`config.mk`:
```
export PLATFORM = sky130hd
export DESIGN_NAME = clusterv_wb_sram_target
export DESIGN_NICKNAME = d
export VERILOG_FILES = /design/src/rtl/clusterv_wb_sram_target.sv
export SDC_FILE = /design/constraint.sdc
export NUM_CORES = 1
export LEC_CHECK = 0
export CAP_MARGIN = 20
export CORE_ASPECT_RATIO = 1.1
export CORE_UTILIZATION = 30
export DETAILED_ROUTE_END_ITERATION = 8
export PLACE_DENSITY = 0.87
export SETUP_SLACK_MARGIN = 0.1
export SLEW_MARGIN = 15
export SYNTH_ARGS = -nofsm -noshare
export SYNTH_HDL_FRONTEND = slang
export SYNTH_SLANG_ARGS = --single-unit
```
`constraint.sdc`:
```
create_clock -name clock -period 1.64 [get_ports clock]
set_input_delay 0.328 -clock clock [delete_from_list [all_inputs] [get_ports clock]]
set_output_delay 0.328 -clock clock [all_outputs]
set_load 0.01 [all_outputs]
```
`src/rtl/clusterv_wb_sram_target.sv`:
```
// rtl/clusterv_wb_sram_target.sv - classic Wishbone target in front of a single-port synchronous SRAM macro
// Build option: define CLUSTERV_SRAM_ALIAS_EN to alias the whole window onto the SRAM (t_err never raised).
module clusterv_wb_sram_target #(
   parameter int ADR_WIDTH = 32,
   parameter int DAT_WIDTH = 32,
   parameter int TGA_WIDTH = 1,
   parameter int TGC_WIDTH = 4,
   parameter int TGD_WIDTH = 1,
   parameter int MEM_AW    = 9,
   parameter int WIN_AW    = 14
) (
   input  logic                   clock,
   input  logic                   reset,
   input  logic [ADR_WIDTH-1:0]   t_adr,
   input  logic [DAT_WIDTH-1:0]   t_dat_w,
   output logic [DAT_WIDTH-1:0]   t_dat_r,
   input  logic                   t_cyc,
   input  logic                   t_stb,
   input  logic                   t_we,
   input  logic [DAT_WIDTH/8-1:0] t_sel,
   output logic                   t_ack,
   output logic                   t_err,
   input  logic [TGD_WIDTH-1:0]   t_tgd_w,
   output logic [TGD_WIDTH-1:0]   t_tgd_r,
   input  logic [TGA_WIDTH-1:0]   t_tga,
   input  logic [TGC_WIDTH-1:0]   t_tgc,
   output logic                   sram_csb,
   output logic                   sram_web,
   output logic [DAT_WIDTH/8-1:0] sram_wmask,
   output logic [MEM_AW-1:0]      sram_addr,
   output logic [DAT_WIDTH-1:0]   sram_din,
   input  logic [DAT_WIDTH-1:0]   sram_dout
);
   typedef enum logic [1:0] {IDLE, RD, ACK} state_t;

   state_t state, state_nxt;
   logic   req;
   logic   in_range;
   logic   ack_nxt;
   logic   err_nxt;
   logic   load_dat;
   logic   unused_inputs;

   assign req = t_cyc & t_stb;

`ifdef CLUSTERV_SRAM_ALIAS_EN
   assign in_range = 1'b1;
`else
   assign in_range = (t_adr[WIN_AW-1:MEM_AW+2] == '0);
`endif

   assign unused_inputs = ^{t_adr[ADR_WIDTH-1:MEM_AW+2], t_adr[1:0], t_tga, t_tgc, t_tgd_w,
                            (WIN_AW < MEM_AW + 2)};

   assign t_tgd_r   = '0;
   assign sram_addr = t_adr[MEM_AW+1:2];
   assign sram_din  = t_dat_w;

   always_comb begin
      state_nxt  = state;
      ack_nxt    = 1'b0;
      err_nxt    = 1'b0;
      load_dat   = 1'b0;
      sram_csb   = 1'b1;
      sram_web   = 1'b1;
      sram_wmask = '0;
      case (state)
         IDLE: begin
            if (req) begin
               if (!in_range) begin
                  err_nxt   = 1'b1;
                  state_nxt = ACK;
               end else begin
                  sram_csb = 1'b0;
                  if (t_we) begin
                     sram_web   = 1'b0;
                     sram_wmask = t_sel;
                     ack_nxt    = 1'b1;
                     state_nxt  = ACK;
                  end else begin
                     state_nxt = RD;
                  end
               end
            end
         end
         // Master may give up while the SRAM read is in flight; drop it silently.
         RD: begin
            if (t_cyc) begin
               load_dat  = 1'b1;
               ack_nxt   = 1'b1;
               state_nxt = ACK;
            end else begin
               state_nxt = IDLE;
            end
         end
         ACK:     state_nxt = IDLE;
         default: state_nxt = IDLE;
      endcase
      // Keep the macro quiet while reset is held, even with a request on the bus.
      if (reset) begin
         sram_csb   = 1'b1;
         sram_web   = 1'b1;
         sram_wmask = '0;
      end
   end

   always_ff @(posedge clock) begin
      if (reset) begin
         state   <= IDLE;
         t_ack   <= 1'b0;
         t_err   <= 1'b0;
         t_dat_r <= '0;
      end else begin
         state <= state_nxt;
         t_ack <= ack_nxt;
         t_err <= err_nxt;
         if (load_dat) begin
            t_dat_r <= sram_dout;
         end
      end
   end
endmodule

```
==> qor.csv <==
metric,value,unit
diodes,0,
fin_area,0.00246,mm^2
critical_path_arrival,1.26,ns
hp-class,reg -> reg,
yosys_warnings,0,
ff2ff_path_depth,7,
setup.worst_path.end,sram_wmask[0],
ant_nets,0,
cp-end-kind,output port,
globalRouteOverflowTotal,0,
die_h,81.0,um
min_period,1.59,ns
p_leak,1.06,nW
clockRootBuffer,clkbuf_8,
clk_pin_slew,0.07,ns
initial_core_util,31.3,%
finClkSkew,0.00398,ns
status,"complete, no violations",
timing.final.ws_setup,0.0526,ns
crit_path_start_kind,register,
dp_hpwl,3060,um
antenna_found_initial,0,
globalplace.congestion,0.685,
finalHoldViolations,0,
grt_pass1_vias,1388,
via_count,1469,
wl_per_cell,12.2,um
ys_seq_area_share,42.4,%
routed_wl,4090,um
synth_seq_cells,36,
irDropWorstVdd,0.415,mV
drc_errors,0,
core_area,0.00543,mm^2
holdWs,0.452,ns
rsz0062_at_grt,yes,
grt_use_total,14.1,%
critPathLaunch,state[1],
syn_area,0.00170,mm^2
reg2reg_slack,0.37,ns
max_freq,0.630,GHz
h-tree-depth,2,
power.density,664,mW/mm^2
finalCritPeriodShare,96.8,%
die_w,73.8,um
critPathMaxStageDelay,0.34,ns
first_pass_iters,4,
cts_inserted_buffers,5,
grt_start_max_net_pins,34,
setup_viol,0,
vias_per_cell,4.37,
cts_buffer_depth,2,
required,1.31,ns
worstPathCellList,"nor3b_4, nand4_4, nor2_2, buf_2",
syn2layout_area_growth,44.6,%
slew_viol_final,0,
drive_gt1_share,19.5,%
ys_types,19,
pre_cts_ws,-0.616,ns
reg2reg_to,state[1],
cts_sinks,36,
synth_area_per_cell,8.17,um^2
dieArea,0.00597,mm^2
fin_nets,372,
path_max_fanout,6,
insertion_delay,0.28,ns
io_buffers,83,
drtIter0Drc,57,
grt_pass1_wl,6210,um
synth_cells,208,
rows,28,
crit_path_top_delay_cell,dfxtp_2,
cts_tree,built,
cap_violations,0,
io_pins,193,
synth_fp_nets,319,
r2r_start,state[1],
postCtsHoldBufs,0,
placed_cell_area,0.00232,mm^2
path_class,reg -> out,
[cell type report]
type | instances | area [um^2]
fillers | 544 | 2970
clock inverters | 1 | 5.00
clock buffers | 6 | 72.6
inverters | 4 | 15.0
flip-flops and latches | 36 | 722
repair buffers | 99 | 942
well taps | 75 | 93.8
multi-input cells | 115 | 608
[timing repair]
| item | 4_1_cts | 5_1_grt |
|---|---|---|
| gates cloned | 0 | 0 |
| setup buffers | 1 | 3 |
| endpoints found under the setup margin | 7 | 16 |
| pin swaps | 7 | 2 |
| gates resized for setup | 39 | 11 |
[stage by stage]
| stage | total power [mW] | cells | utilization (%) | TNS, ns |
|---|---|---|---|---|
| floorplan | 1.04 | 208 | - | 0 |
| global placement | 1.06 | 325 | 42.7 | -2.96 |
| detailed placement | 1.06 | 325 | 42.7 | -3.32 |
| CTS | 1.66 | 333 | 44.3 | 0 |
| global route | 1.71 | 336 | 45.3 | -0.0511 |
| finish | 1.63 | 336 | 45.3 | 0 |
[logic make-up after synthesis]
logic type | count (synthesis) | synth area share (%)
compound gates | 35 | 13.4
buf+inv | 57 | 23.8
flops | 36 | 42.4
other cells | 1 | 0.221
simple gates | 79 | 20.2
[worst min-delay path by stage]
stage,start,cells after the start,endpoint
4_1_cts,t_dat_r[18],2,t_dat_r[18]
2_1_floorplan,t_we,1,state[0]
5_1_grt,t_dat_r[22],2,t_dat_r[22]
3_3_place_gp,t_dat_r[10],2,t_dat_r[10]
3_5_place_dp,t_dat_r[2],2,t_dat_r[2]
6_report,t_dat_r[3],2,t_dat_r[3]
[worst max-delay path: cells and delay by family (launching register included)]
kind	cells	cell delay, ns
and+or+nand+nor	3	0.51
DFF	1	0.34
buffers and inverters	1	0.13
[synth_stat cells, drive strengths merged]
library cell | number | area [um^2]
clkbuf | 2 | 7.51
nor3b | 1 | 18.8
dfxtp | 36 | 721
nor3 | 1 | 10.0
nand4 | 1 | 12.5
nand3 | 1 | 5.00
o21ai | 2 | 10.0
nor2 | 7 | 26.3
conb | 1 | 3.75
inv | 4 | 15.0
nand2 | 65 | 244
a21oi | 33 | 218
and2b | 1 | 7.51
nand3b | 1 | 11.3
buf | 51 | 382
and3b | 1 | 8.76
[placed cells by master (no fill, tap or decap), types with 2 or more instances in the layout]
cell,n
nor2_1,5
clkdlybuf4s50_1,59
buf_2,6
nor2_2,2
a21oi_1,19
dlygate4sd2_1,7
buf_4,15
dlymetal6s2s_1,10
o21ai_0,2
clkbuf_8,5
buf_6,2
nand2_1,65
inv_1,4
dfxtp_1,35
a21oi_2,14
[registers in the layout, indices dropped and copies added (netlist names)]
signal and count:
state 2, t_ack 1, t_dat_r 32, t_err 1
[per-layer routing]
| metal | vias to the layer above | routed length (um) | track usage, % |
|---|---|---|---|
| li1 | 715 | - | - |
| met1 | 670 | 1450 | 13.0 |
| met2 | 68 | 2210 | 26.1 |
| met3 | 16 | 341 | 5.96 |
| met4 | 0 | 91 | 7.31 |
| met5 | - | 0 | 0 |
[where the power goes]
group / internal [mW] / switching, mW
clock network: 0.289 / 0.292
logic: 0.114 / 0.0576
registers: 0.878 / 0.00217
No activity file was read; power rests on OpenSTA's default activity.
